### src/rtl/vgm_gbdmg_player_pkg.sv
// Shared opcode constants, wait lengths and FSM state encoding for the VGM GB DMG player.
package vgm_gbdmg_player_pkg;

  localparam logic [7:0] OP_GB_WRITE      = 8'hB3;
  localparam logic [7:0] OP_WAIT_N        = 8'h61;
  localparam logic [7:0] OP_WAIT_60       = 8'h62;
  localparam logic [7:0] OP_WAIT_50       = 8'h63;
  localparam logic [7:0] OP_END           = 8'h66;
  localparam logic [3:0] OP_WAIT_SHORT_HI = 4'h7;

  localparam logic [15:0] WAIT_60HZ = 16'd735;
  localparam logic [15:0] WAIT_50HZ = 16'd882;

  typedef enum logic [3:0] {
    S_OP, S_ADDR, S_DATA, S_WRITE, S_GAP,
    S_W_LO, S_W_HI, S_WAIT, S_DONE, S_ERR
  } state_t;

  // States in which a stream byte may be consumed.
  function automatic logic takes_byte(state_t s);
    return (s == S_OP) || (s == S_ADDR) || (s == S_DATA) ||
           (s == S_W_LO) || (s == S_W_HI);
  endfunction

endpackage

### src/rtl/vgm_sample_tick.sv
// Sample-rate divider: one-cycle tick every SAMPLE_DIV clocks, restarted by a synchronous clear.
module vgm_sample_tick #(
  parameter int SAMPLE_DIV = 544
) (
  input  logic clk,
  input  logic rst,
  input  logic clr,
  output logic tick
);

  localparam int W = $clog2(SAMPLE_DIV);
  localparam logic [W-1:0] LAST = W'(SAMPLE_DIV - 1);

  logic [W-1:0] cnt;

  assign tick = !clr && (cnt == LAST);

  always_ff @(posedge clk or posedge rst) begin
    if (rst)              cnt <= '0;
    else if (clr || tick) cnt <= '0;
    else                  cnt <= cnt + 1'b1;
  end

endmodule

### src/rtl/vgm_gbdmg_player.sv
// VGM command sequencer driving the DMG APU register-write port (0xB3 writes, 0x61-0x63/0x7n waits).
module vgm_gbdmg_player
  import vgm_gbdmg_player_pkg::*;
#(
  parameter int SAMPLE_DIV = 544
) (
  input  logic       in_clk,
  input  logic       in_rst,
  input  logic [7:0] in_data,
  input  logic       in_valid,
  output logic       out_ready,
  output logic [5:0] out_reg,
  output logic [7:0] out_val,
  output logic       out_wr,
  output logic       out_busy,
  output logic       out_done,
  output logic       out_err
);

  state_t      state;
  logic [7:0]  aa;
  logic [7:0]  lo;
  logic [15:0] cnt;
  logic        hs;
  logic        tick;

  assign out_ready = takes_byte(state);
  assign hs        = in_valid && out_ready;

  // Strobe and status decode straight from state so reset drops them without waiting for a clock.
  assign out_wr   = (state == S_WRITE);
  assign out_busy = (state == S_WAIT);
  assign out_done = (state == S_DONE);
  assign out_err  = (state == S_ERR);

  vgm_sample_tick #(.SAMPLE_DIV(SAMPLE_DIV)) u_tick (
    .clk  (in_clk),
    .rst  (in_rst),
    .clr  (state != S_WAIT),
    .tick (tick)
  );

  always_ff @(posedge in_clk or posedge in_rst) begin
    if (in_rst) begin
      state   <= S_OP;
      aa      <= '0;
      lo      <= '0;
      cnt     <= '0;
      out_reg <= '0;
      out_val <= '0;
    end else begin
      case (state)
        S_OP: if (hs) begin
          if (in_data == OP_GB_WRITE)      state <= S_ADDR;
          else if (in_data == OP_WAIT_N)   state <= S_W_LO;
          else if (in_data == OP_WAIT_60) begin
            cnt   <= WAIT_60HZ;
            state <= S_WAIT;
          end else if (in_data == OP_WAIT_50) begin
            cnt   <= WAIT_50HZ;
            state <= S_WAIT;
          end else if (in_data[7:4] == OP_WAIT_SHORT_HI) begin
            cnt   <= {12'd0, in_data[3:0]} + 16'd1;
            state <= S_WAIT;
          end else if (in_data == OP_END)  state <= S_DONE;
          else                             state <= S_ERR;
        end
        S_ADDR: if (hs) begin
          aa    <= in_data;
          state <= S_DATA;
        end
        S_DATA: if (hs) begin
          // Registers beyond the 6-bit APU window are dropped without a strobe.
          if (aa[7:6] == 2'b00) begin
            out_reg <= aa[5:0];
            out_val <= in_data;
            state   <= S_WRITE;
          end else begin
            state   <= S_OP;
          end
        end
        S_WRITE: state <= S_GAP;
        S_GAP:   state <= S_OP;
        S_W_LO: if (hs) begin
          lo    <= in_data;
          state <= S_W_HI;
        end
        S_W_HI: if (hs) begin
          if ({in_data, lo} == 16'd0) state <= S_OP;
          else begin
            cnt   <= {in_data, lo};
            state <= S_WAIT;
          end
        end
        S_WAIT: if (tick) begin
          cnt <= cnt - 16'd1;
          if (cnt == 16'd1) state <= S_OP;
        end
        default: state <= state;
      endcase
    end
  end

endmodule

### config.mk
export PLATFORM = sky130hd
export DESIGN_NAME = vgm_gbdmg_player
export DESIGN_NICKNAME = d
export VERILOG_FILES = /design/src/rtl/vgm_gbdmg_player_pkg.sv /design/src/rtl/vgm_sample_tick.sv /design/src/rtl/vgm_gbdmg_player.sv
export SDC_FILE = /design/constraint.sdc
export NUM_CORES = 1
export LEC_CHECK = 0
export BUFFER_PORTS_ARGS = -buffer_cell sky130_fd_sc_hd__buf_2
export CAP_MARGIN = 20
export CORE_AREA = 2 2 79 81
export CTS_CLUSTER_DIAMETER = 120
export DETAILED_ROUTE_END_ITERATION = 7
export DIE_AREA = 0 0 81 83
export PLACE_DENSITY = 0.8
export SETUP_SLACK_MARGIN = 0.1
export SLEW_MARGIN = 20
export SYNTH_ARGS = -nofsm -noshare
export SYNTH_HDL_FRONTEND = slang
export SYNTH_SLANG_ARGS = --single-unit
### constraint.sdc
create_clock -name in_clk -period 4.1 [get_ports in_clk]
set_input_delay 0 -clock in_clk [delete_from_list [all_inputs] [get_ports in_clk]]
set_output_delay 0 -clock in_clk [all_outputs]
set_load 0.005 [all_outputs]
Word-level counts from Yosys, hierarchy flattened. Cells that the tools add are included.

Muxes and demuxes: 27. Reduce and logical (&&, ||, !) cells: 18. $add $sub $neg: 3. Eq/ne operators: 29.

Operators by type and width (number): two-way mux 16 bit (9); two-way mux 4 bit (12); case mux 16 bit (3 select lines) (1); equality test 8 x 7 -> 1 bit, second input constant (4); case mux 4 bit (8 select lines) (1); equality test 4 x 3 -> 1 bit, second input constant (5); equality test 16 x 1 -> 1 bit, second input constant (1); logical NOT 16 bit (1); != test 2 bit, second input constant (8); AND reduction 8 bit (2); subtractor 16 x 1 -> 16 bit, second input constant (1); adder 10 x 1 -> 10 bit, second input constant (1); equality test 10 bit, second input constant (1); two-way mux 10 bit (1); equality test 4 x 2 -> 1 bit, second input constant (2); equality test 4 bit, second input constant (2); equality test 8 bit, second input constant (1); nonzero test 8 bit (1); adder 4 x 1 -> 5 bit, second input constant (1); logical OR 1 bit (5); equality test 4 x 1 -> 1 bit, second input constant (1); logical NOT 4 bit (1); != test 2 x 1 -> 1 bit, second input constant (2); != test 4 x 1 -> 1 bit, second input constant (1); other kinds (10) (12).

Output and inout port bits: 19. Input bits: 11. Word-level logic and storage cells: 84. Register bits: 60.

Longest topological paths before layout. Gate-level depths: netlist (run 1).

Depth after elaboration: 9. Mapped depth: 8. Depth with buffers taken out: 7.

By module. A second synthesis (run 1) with hierarchy kept.

Cell total of the unflattened synthesis: 343. Area total of the unflattened synthesis: 3424.5 µm².

By module, submodules not included: vgm_gbdmg_player (cells each 294, area each 2926.6 µm², instances 1, sequential area each 1251.2 µm²); vgm_sample_tick (cells each 49, area each 498.0 µm², instances 1, sequential area each 250.2 µm²).

Worst setup path after synthesis (run 1). No wires, ideal clock.

Path kind: register -> register. Start: reg cnt[0]. End: reg cnt[10]. Slack: 2122 ps. Stages on the path, launching flop included: 8. Period minus slack after synthesis: 1978 ps. Data required time: 3971 ps. Arrival time: 1849 ps. Library setup time: 129 ps. Buffers on the path: 0. Path through: dfrtp_1 inv_1 ha_1 or4b_1 nor3_1 a21oi_1 o31ai_1 o21ai_1.

Cells in the longest elaborated chain, start to end: 3.

Ends and longest elaborated chain: start: declaration (line vgm_gbdmg_player.sv:23) `logic [15:0] cnt;`; start signal: assignment (line vgm_gbdmg_player.sv:63) `cnt <= {12'd0, in_data[3:0]} + 16'd1;`; start signal: assignment (line vgm_gbdmg_player.sv:91) `cnt <= {in_data, lo};`; start signal: assignment (line vgm_gbdmg_player.sv:96) `cnt <= cnt - 16'd1;`; subtractor 16 x 1 -> 16 bit (line vgm_gbdmg_player.sv:96); two-way mux 16 bit (line vgm_gbdmg_player.sv:95) `S_WAIT: if (tick) begin`; case mux 16 bit (3 select lines) (line vgm_gbdmg_player.sv:52) `case (state)`.

No other way between the ends. The select of a mux whose other input is x is not followed. A chain may end at the register's enable or synchronous reset.

Final worst setup path (run 1).
Start: reg state[3]. End: reg cnt[7].

Cells in the longest elaborated chain, start to end: 8. Elaborated cells between the ends (all ways): 24. Those cells by class: eq/ne (13); mux (1); reduce/logical (10).

Ends and longest elaborated chain: start: declaration (line vgm_gbdmg_player.sv:20) `state_t state;`; start signal: assignment (line vgm_gbdmg_player.sv:99) `default: state <= state;`; equality test 4 x 1 -> 1 bit / logical NOT 4 bit (equally long branches) (line vgm_gbdmg_player_pkg.sv:21, vgm_gbdmg_player.sv:52); logical OR 1 bit (3 in a row) (line vgm_gbdmg_player_pkg.sv:21) `return (s == S_OP) || (s == S_ADDR) || (s == S_DATA) ||`; logical OR 1 bit (line vgm_gbdmg_player_pkg.sv:22) `(s == S_W_LO) || (s == S_W_HI);`; logical AND 1 bit (line vgm_gbdmg_player.sv:28) `assign hs = in_valid && out_ready;`; != test 2 bit (no line); AND reduction 8 bit (no line).

Parallel ways exist; a longest one is shown, timed or not.

==> results.sh, run 1 <==
export IMPL_outcome="complete, no violations"
export IMPL_routed_wl_microns=7428
export IMPL_ant_nets=0
export IMPL_critPathSlowestCell="dfrtp_1"
export IMPL_drive_above_1_share=0.2438
export IMPL_ff_latch_area_sq_um=1501
export IMPL_fillers=481
export IMPL_critPathKind="flip-flop to flip-flop"
export IMPL_htree_levels=3
export IMPL_grt_pass1_wl_microns=12420
export IMPL_netlist_instances=332
export IMPL_die_w_microns=81
export IMPL_overflow=0
export IMPL_timing_fmax_mhz=366.6
export IMPL_viasPerCell=6.177
export IMPL_layout_common_cells="dfrtp_1, nor2_1, buf_2"
export IMPL_syn_area_per_cell_sq_um=10.30
export IMPL_largestRegisters="cnt x16, u_tick.cnt x10"
export IMPL_cp_end_kind="flip-flop"
export IMPL_peakVddDrop_uv=394.6
export IMPL_antenna_found_initial=0
export IMPL_synth_cell_types=69
export IMPL_maxSlewHeadroom=0.5096
export IMPL_cts_sinks=60
export IMPL_drc=0
export IMPL_grt_pass1_vias=2544
export IMPL_dr_pass1_iters=6
export IMPL_ys_warn_count=0
export IMPL_finalSetupTns_ns=0
export IMPL_period_minus_slack_ns=2.727
export IMPL_num_vias=2693
export IMPL_cts_setup_buffers=0
export IMPL_dp_hpwl_microns=5079
export IMPL_utilization=0.6510
export IMPL_cts_buffers=9
export IMPL_synthArstFlopShare=1.000
export IMPL_cts_buffer_depth=2
export IMPL_areaGrowthSynthToFinish_pct=10.76
export IMPL_core_area_sq_um=5816
export IMPL_cp_data_arrival_time_ns=2.97
export IMPL_cts_tree="built"
export IMPL_synthFlopType="dfrtp_1"
export IMPL_initial_utilization=0.5878
export IMPL_synth_seq_cells=60
export IMPL_ctsResizeCount=0
export IMPL_fp_row_count=28
export IMPL_rsz0062_at_grt="false"
export IMPL_cp_start_kind="flip-flop"
export IMPL_portBuffers=29
export IMPL_worstPathRequired_ns=4.34
export IMPL_min_path_type="input pin to flip-flop"
export IMPL_top_register="cnt"
export IMPL_layout_commonest_cell="dfrtp_1"
export IMPL_maxSlewViolCount=0
export IMPL_finalCritPeriodShare=0.6652
export IMPL_routedWlPerCell_microns=17.04
export IMPL_grt_use_total=0.2426
export IMPL_fin_nets=374
export IMPL_clk_latency_ns=0.35
export IMPL_die_area_sq_um=6723
export IMPL_critPathMaxFanout=19
export IMPL_root_buffer="clkbuf_8"
export IMPL_cts_reportedPaths_clkPinSlew_ns=0.07
export IMPL_grt_max_degree=61
export IMPL_setup_viol=0
export IMPL_maxCapViolCount=0
export IMPL_hold_viol=0
export IMPL_drt_iter0_markers=279
export IMPL_place_congestion=0.8507
export IMPL_multi_input_area_sq_um=1737
export IMPL_largest_register_ffs=16
export IMPL_seq_area_frac_synth=0.4392
export IMPL_holdBufCountCts=1
export IMPL_pin_count=30
export IMPL_worstPathCellList="nand4b_1 > buf_4 > a31o_1 > nand2_1 > or2_0 > o22a_1"
export IMPL_tightest_slew_ns=0.7356
export IMPL_dieHeight_microns=83
export IMPL_synth_area_sq_um=3418
export IMPL_diodes=0
export IMPL_syn_num_nets=350
export IMPL_max_stage_delay_ns=0.65
export IMPL_p_leak_uw=0.001655
export IMPL_synth_edf_count=0
export IMPL_fin_worst_skew_ns=0.01014
export IMPL_p_per_area_nw_per_um2=626.5
==> cells in the mapped netlist, types with 2 or more instances <==
library cell | n | share of area
a211oi_1 | 3 | 0.0066
nor3_1 | 12 | 0.018
o21ai_1 | 8 | 0.012
ha_1 | 7 | 0.026
nor4bb_1 | 2 | 0.0059
dfrtp_1 | 60 | 0.44
buf_2 | 2 | 0.0029
a22oi_1 | 4 | 0.0088
clkbuf_1 | 6 | 0.0066
o211ai_1 | 3 | 0.0066
a31o_2 | 2 | 0.0051
buf_6 | 5 | 0.016
inv_1 | 11 | 0.012
nand3b_1 | 2 | 0.0044
mux2_1 | 4 | 0.013
nand2_1 | 16 | 0.018
o22ai_1 | 3 | 0.0055
o31ai_1 | 8 | 0.018
buf_4 | 4 | 0.0088
xnor2_1 | 3 | 0.0077
and3_1 | 3 | 0.0055
nand4_1 | 7 | 0.013
mux2_2 | 28 | 0.092
nor2b_1 | 2 | 0.0037
o21ai_0 | 10 | 0.015
mux2i_1 | 2 | 0.0059
nand3_1 | 8 | 0.012
nor2_1 | 29 | 0.032
nand4b_1 | 2 | 0.0051
a21oi_1 | 15 | 0.022
or3_1 | 3 | 0.0055
a32oi_1 | 3 | 0.0077
a31oi_1 | 2 | 0.0037
xor2_1 | 9 | 0.023
and3b_1 | 2 | 0.0051
nor4_1 | 9 | 0.016
==> where the power goes <==
| part | leakage [uW] | internal, uW | switching (uW) |
|---|---|---|---|
| clock network | 0.000117 | 402 | 235 |
| registers | 0.000779 | 797 | 216 |
| logic | 0.000760 | 334 | 387 |
| total | 0.00166 | 1530 | 838 |
==> worst paths after layout <==
| kind | start | to | slack (ns) | cells past startpoint |
|---|---|---|---|---|
| min in group asynchronous | in_rst | out_val[3]$_DFFE_PP0P_ | 0.41 | 4 |
| worst max-delay path | state[3]$_DFFE_PP0P_ | cnt[7]$_DFFE_PP0P_ | 1.37 | 6 |
| worst min-delay path | in_data[1] | aa[1]$_DFFE_PP0P_ | 0.009 | 2 |
| worst min register to register | out_val[0]$_DFFE_PP0P_ | out_val[0]$_DFFE_PP0P_ | 0.48 | 2 |
| worst max register to register | state[3]$_DFFE_PP0P_ | cnt[7]$_DFFE_PP0P_ | 1.37 | 6 |
| max in group asynchronous | in_rst | cnt[8]$_DFFE_PP0P_ | 3.21 | 4 |
==> logic make-up after synthesis <==
family,after synthesis,synth area share
xor gates and xnor gates,12,0.03075
AOI/OAI and AO/OA,77,0.1618
DFF,60,0.4392
and+or+nand+nor,110,0.1768
muxes,34,0.1113
buffers and inverters,32,0.05453
adders and majority gates,7,0.02562
==> metrics by stage <==
step	setup slack (ns)	power, uW	cells	hold slack (ns)	area, sq um
final	1.373	2372	436	0.008915	3786
after global routing	1.232	2518	436	0.01990	3786
after CTS	1.436	2369	436	0.0001348	3786
after detailed placement	1.432	1725	419	0.2504	3545
after global placement	1.533	1698	419	0.2437	3545
after floorplan	2.122	1548	332	0.1517	3418
==> critical path: cells and delay by family, from the launching register on <==
kind	cells	cell delay, ns
AO/OA/AOI/OAI	2	0.63
buffers and inverters	1	0.24
flip-flops	1	0.65
AND/OR/NAND/NOR	3	1.10
==> routing by layer <==
layer,track usage,vias up,routed length (microns)
li1,-,1284,-
met1,0.3437,1288,3434
met2,0.3486,105,3438
met3,0.06304,16,410
met4,0.1094,0,145
met5,0,-,0
==> area by class of cell <==
class,instances,area share
clock buffer,11,0.03470
clock inverter,5,0.02644
inverter,12,0.01190
multi-input combinational,240,0.4587
sequential,60,0.3966
tap,75,0.02479
timing repair buffer,33,0.04693
No activity file was read; power rests on OpenSTA's default activity.
==> run 2: changes to the inputs <==
--- a/config.mk
+++ b/config.mk
@@ -7,11 +7,11 @@
 export LEC_CHECK = 0
 export BUFFER_PORTS_ARGS = -buffer_cell sky130_fd_sc_hd__buf_2
 export CAP_MARGIN = 20
-export CORE_AREA = 2 2 79 81
+export CORE_AREA = 2 2 83 85
 export CTS_CLUSTER_DIAMETER = 120
 export DETAILED_ROUTE_END_ITERATION = 7
-export DIE_AREA = 0 0 81 83
-export PLACE_DENSITY = 0.8
+export DIE_AREA = 0 0 85 87
+export PLACE_DENSITY = 0.77
 export SETUP_SLACK_MARGIN = 0.1
 export SLEW_MARGIN = 20
 export SYNTH_ARGS = -nofsm -noshare
==> constraint.sdc (replaced) <==
create_clock -name in_clk -period 2.3 [get_ports in_clk]
set_input_delay 0 -clock in_clk [delete_from_list [all_inputs] [get_ports in_clk]]
set_output_delay 0 -clock in_clk [all_outputs]
set_load 0.005 [all_outputs]
==> run 2 against run 1 <==
  * Final area rose by 5.1%
  * Sequential cell count did not move
  * Fmax rose by 32%
  * Clock skew fell by 0.0030 ns
  * Non-clock buffer count rose by 20
  * Sequential power rose by 75%
  * Combinational power rose by 110%
  * Die area rose by 10%
  * Sequential share of layout area fell by 1.9 points
  * Via count rose by 5.8%
  * Clock-buffer cell count rose by 1
  * Utilization fell by 4.6 points
  * Critical path type unchanged
==> results.sh, run 2 (synthesized netlist as in run 1, its figures left out) <==
export IMPL_outcome="complete, no violations"
export IMPL_r2r_start="state[1]$_DFFE_PP0P_"
export IMPL_finalSetupTns_ns=0
export IMPL_finalPower_uw=4469
export IMPL_cts_sinks=60
export IMPL_utilization=0.6055
export IMPL_cp_data_arrival_time_ns=2.31
export IMPL_drive_above_1_share=0.2966
export IMPL_areaGrowthSynthToFinish_pct=16.36
export IMPL_fin_worst_skew_ns=0.007152
export IMPL_grt_max_degree=45
export IMPL_htree_levels=3
export IMPL_r2r_slack_ns=0.23
export IMPL_diodes=0
export IMPL_rsz0062_at_grt="false"
export IMPL_worstPathRequired_ns=2.54
export IMPL_maxSlewViolCount=0
export IMPL_finalCritPeriodShare=0.9017
export IMPL_layout_commonest_cell="dfrtp_1"
export IMPL_r2r_end="cnt[11]$_DFFE_PP0P_"
export IMPL_fin_nets=394
export IMPL_clk_latency_ns=0.34
export IMPL_place_congestion=0.9089
export IMPL_cp_end_kind="flip-flop"
export IMPL_cp_buffers_inverters=1
export IMPL_path_depth=6
export IMPL_critPathSlowestCell="dfrtp_1"
export IMPL_dp_hpwl_microns=5604
export IMPL_layout_common_cells="dfrtp_1, nor2_1, buf_2"
export IMPL_timing_fmax_mhz=482.2
export IMPL_top_register="cnt"
export IMPL_maxCapViolCount=0
export IMPL_root_buffer="clkbuf_8"
export IMPL_portBuffers=29
export IMPL_routedWlPerCell_microns=17.13
export IMPL_setup_slack_ns=0.2262
export IMPL_viasPerCell=6.180
export IMPL_cts_tree="built"
export IMPL_num_vias=2849
export IMPL_grt_use_total=0.2316
export IMPL_peakVddDrop_uv=718.5
export IMPL_die_w_microns=85
export IMPL_max_stage_delay_ns=0.56
export IMPL_post_place_ws_ns=0.1799
export IMPL_grt_pass1_wl_microns=13450
export IMPL_critPathMaxFanout=13
export IMPL_die_area_sq_um=7395
export IMPL_grt_pass1_vias=2812
export IMPL_initial_utilization=0.5204
export IMPL_pin_count=30
export IMPL_routed_wl_microns=7897
export IMPL_min_path_type="input pin to flip-flop"
export IMPL_largest_register_ffs=16
export IMPL_hold_viol=0
export IMPL_p_leak_uw=0.001759
export IMPL_overflow=0
export IMPL_core_area_sq_um=6569
export IMPL_cts_buffer_depth=2
export IMPL_largestRegisters="cnt x16, u_tick.cnt x10"
export IMPL_fp_row_count=30
export IMPL_ant_nets=0
export IMPL_cts_buffers=9
export IMPL_dieHeight_microns=87
export IMPL_setup_viol=0
export IMPL_drc=0
export IMPL_maxSlewHeadroom=0.4006
export IMPL_cp_endpoint="cnt[11]$_DFFE_PP0P_"
export IMPL_crit_path_start="state[1]$_DFFE_PP0P_"
export IMPL_cp_start_kind="flip-flop"
export IMPL_antenna_found_initial=0
export IMPL_worstPathCellList="nand4b_1 > clkinv_1 > nand4_1 > o21ai_0 > a31oi_1 > a41oi_1"
export IMPL_drt_iter0_markers=251
export IMPL_path_delay_family="compound AO/OA/AOI/OAI gates"
export IMPL_reg2reg_depth=6
export IMPL_tightest_slew_ns=0.8978
export IMPL_dr_pass1_iters=6
export IMPL_cts_reportedPaths_clkPinSlew_ns=0.07
export IMPL_period_minus_slack_ns=2.074
export IMPL_critPathKind="flip-flop to flip-flop"
export IMPL_p_per_area_nw_per_um2=1124
==> run 2: cell count changes in the layout (fill, tap and decap cells not counted), sizes merged <==
cell	delta
buf	+20
clkbuf	+1
clkinv	-1
==> run 2: area by class of cell <==
class	instances	area [sq um]
Clock buffer	12	155.1
Clock inverter	4	95.09
Fill cell	513	2591
Inverter	12	45.04
Multi-Input combinational cell	240	1753
Sequential cell	60	1501
Tap cell	80	100.1
Timing Repair Buffer	53	327.8
==> run 2: per-stage QoR <==
step	cells	hold WS, ns	cell area, sq um
CTS	460	0.0007299	3954
finish	461	0.009780	3978
floorplan	332	0.1517	3418
global placement	443	0.2361	3694
global route	461	0.02329	3978
detailed placement	443	0.2453	3694
==> run 2: report_power, final <==
group          total, uW  internal [uW]  switching, uW
registers           1770           1420            343
clock network       1190            778            415
logic               1510            730            781
==> run 2: metal layers <==
| layer | vias to the layer above | GRT usage | part of all wire |
|---|---|---|---|
| li1 | 1323 | - | - |
| met1 | 1387 | 0.2936 | 0.43 |
| met2 | 109 | 0.3778 | 0.48 |
| met3 | 30 | 0.05118 | 0.060 |
| met4 | 0 | 0.1111 | 0.031 |
| met5 | - | 0 | 0 |
==> run 2: worst min path at each step <==
| stage | startpoint | end | slack, ns | cells after the start |
|---|---|---|---|---|
| 6_report | in_data[1] | lo[1]$_DFFE_PP0P_ | 0.01 | 2 |
| 5_1_grt | in_data[1] | lo[1]$_DFFE_PP0P_ | 0.02 | 2 |
| 4_1_cts | in_data[1] | lo[1]$_DFFE_PP0P_ | 0.0007 | 2 |
| 3_5_place_dp | in_rst | out_val[0]$_DFFE_PP0P_ | 0.25 | 2 |
| 3_3_place_gp | in_rst | aa[0]$_DFFE_PP0P_ | 0.24 | 2 |
| 2_1_floorplan | in_data[0] | aa[0]$_DFFE_PP0P_ | 0.15 | 1 |
==> run 2: worst register-to-register path: stages (launching register included) <==
cell	delay, ns
dfrtp_1	0.56
nand4b_1	0.23
clkinv_1	0.26
nand4_1	0.27
o21ai_0	0.28
a31oi_1	0.15
a41oi_1	0.23
==> run 2: repair_timing <==
item,4_1_cts,5_1_grt
hold endpoints to repair,42,0
hold buffers,1,0
setup endpoints to repair,0,4
setup buffers,0,1
resized for setup,0,5
==> run 3: changes to the inputs <==
--- a/config.mk
+++ b/config.mk
@@ -11,7 +11,7 @@
 export CTS_CLUSTER_DIAMETER = 120
 export DETAILED_ROUTE_END_ITERATION = 7
 export DIE_AREA = 0 0 85 87
-export PLACE_DENSITY = 0.77
+export PLACE_DENSITY = 0.75
 export SETUP_SLACK_MARGIN = 0.1
 export SLEW_MARGIN = 20
 export SYNTH_ARGS = -nofsm -noshare
==> run 3 against run 2 <==
  * Sequential share of layout area up 0.46 points
  * Clock power shrank 12%
  * Hold slack improved by 0.016 ns
  * Register-to-register slack better by 0.02 ns
  * Highest routed layer unchanged
  * Non-clock buffer count decreased by 1
  * Critical endpoint is now cnt[14]$_DFFE_PP0P_
==> results.sh, run 3 (synthesized netlist as in run 1, its figures left out) <==
export IMPL_place_congestion=0.8641
export IMPL_timing_fmax_mhz=486.7
export IMPL_peakVddDrop_uv=726.6
export IMPL_fp_row_count=30
export IMPL_fin_worst_skew_ns=0.007532
export IMPL_largestRegisters="cnt x16, u_tick.cnt x10"
export IMPL_routedWlPerCell_microns=16.93
export IMPL_critPathKind="flip-flop to flip-flop"
export IMPL_grt_use_total=0.2298
export IMPL_top_register="cnt"
export IMPL_rsz0062_at_grt="false"
export IMPL_setup_viol=0
export IMPL_finalCritPeriodShare=0.8933
export IMPL_dieHeight_microns=87
export IMPL_dp_hpwl_microns=5651
export IMPL_core_area_sq_um=6569
export IMPL_cp_start_kind="flip-flop"
export IMPL_worstPathRequired_ns=2.52
export IMPL_die_w_microns=85
export IMPL_period_minus_slack_ns=2.055
export IMPL_grt_pass1_vias=2715
export IMPL_tightest_slew_ns=0.5790
export IMPL_utilization=0.5987
export IMPL_critPathMaxFanout=5
export IMPL_largest_register_ffs=16
export IMPL_areaGrowthSynthToFinish_pct=15.04
export IMPL_maxSlewHeadroom=0.6130
export IMPL_dr_pass1_iters=4
export IMPL_cts_buffers=9
export IMPL_viasPerCell=6.015
export IMPL_pin_count=30
export IMPL_antenna_found_initial=0
export IMPL_maxCapViolCount=0
export IMPL_drt_iter0_markers=151
export IMPL_dp_cells=442
export IMPL_grt_pass1_wl_microns=13180
export IMPL_p_per_area_nw_per_um2=1082
export IMPL_cp_data_arrival_time_ns=2.28
export IMPL_p_leak_uw=0.001732
export IMPL_maxSlewViolCount=0
export IMPL_grt_max_degree=36
export IMPL_diodes=0
export IMPL_ant_nets=0
export IMPL_hold_viol=0
export IMPL_min_path_type="input pin to flip-flop"
export IMPL_routed_wl_microns=7788
export IMPL_fin_nets=393
export IMPL_finalSetupTns_ns=0
export IMPL_cts_buffer_depth=2
export IMPL_cts_tree="built"
export IMPL_cts_setup_buffers=0
export IMPL_htree_levels=3
export IMPL_setup_slack_ns=0.2454
export IMPL_root_buffer="clkbuf_8"
export IMPL_finalPower_uw=4255
export IMPL_outcome="complete, no violations"
export IMPL_layout_commonest_cell="dfrtp_1"
export IMPL_cts_reportedPaths_clkPinSlew_ns=0.07
export IMPL_die_area_sq_um=7395
export IMPL_post_place_ws_ns=0.1528
export IMPL_overflow=0
export IMPL_initial_utilization=0.5204
export IMPL_final_cells=460
export IMPL_clk_latency_ns=0.34
export IMPL_drive_above_1_share=0.2868
export IMPL_layout_common_cells="dfrtp_1, nor2_1, buf_2"
export IMPL_num_vias=2767
export IMPL_drc=0
export IMPL_portBuffers=29
export IMPL_cts_sinks=60
export IMPL_cp_end_kind="flip-flop"
==> run 3: power breakdown <==
part	internal [uW]	switching [uW]	total, uW	leakage, uW
sequential	1420	338	1760	0.000777
clock	638	410	1050	0.000107
combinational	686	758	1440	0.000848
==> run 3: metal layers <==
layer  global-route usage  wire (microns)  up-vias
met4              0.08802             173        0
met1               0.2958            3422     1346
met5                    0               0        -
met2               0.3736            3754       83
met3              0.05972             438       17
li1                     -               -     1321
==> run 3: timing repair <==
action                                  in CTS  in global routing
resized for setup                            0                  4
hold buffers                                 2                  0
hold endpoints to repair                    61                  0
endpoints found under the setup margin       0                 14
==> run 3: final cells by class <==
type / instances / area, sq um
tap: 80 / 100.1
clock buffer: 12 / 145.1
sequential: 60 / 1503
multi-input combinational: 240 / 1740
timing repair buffer: 52 / 322.8
clock inverter: 4 / 72.57
fill: 523 / 2636
inverter: 12 / 48.80
==> run 3: final timing paths <==
path	start	end	slack, ns	cells past startpoint
max in group asynchronous	in_rst	lo[5]$_DFFE_PP0P_	1.60	4
min	in_data[1]	lo[1]$_DFFE_PP0P_	0.03	2
min reg2reg	out_val[7]$_DFFE_PP0P_	out_val[7]$_DFFE_PP0P_	0.50	1
max	cnt[0]$_DFFE_PP0P_	cnt[14]$_DFFE_PP0P_	0.25	8
min in group asynchronous	in_rst	aa[0]$_DFFE_PP0P_	0.05	3
max reg2reg	cnt[0]$_DFFE_PP0P_	cnt[14]$_DFFE_PP0P_	0.25	8
==> run 3: stage by stage <==
step / instance area (sq um) / hold slack [ns]
after floorplan: 3418 / 0.1517
after global placement: 3686 / -0.1340
after detailed placement: 3686 / -0.1307
after CTS: 3924 / 0.002482
after global routing: 3933 / 0.02500
final: 3933 / 0.02607
==> run 3: worst max-delay path, stage by stage (launching register included) <==
cell     delay [ns]
dfrtp_1        0.43
inv_1          0.11
ha_1           0.20
or4b_4         0.50
nor3_1         0.15
buf_4          0.16
a21oi_1        0.07
o31ai_1        0.22
o21ai_1        0.09
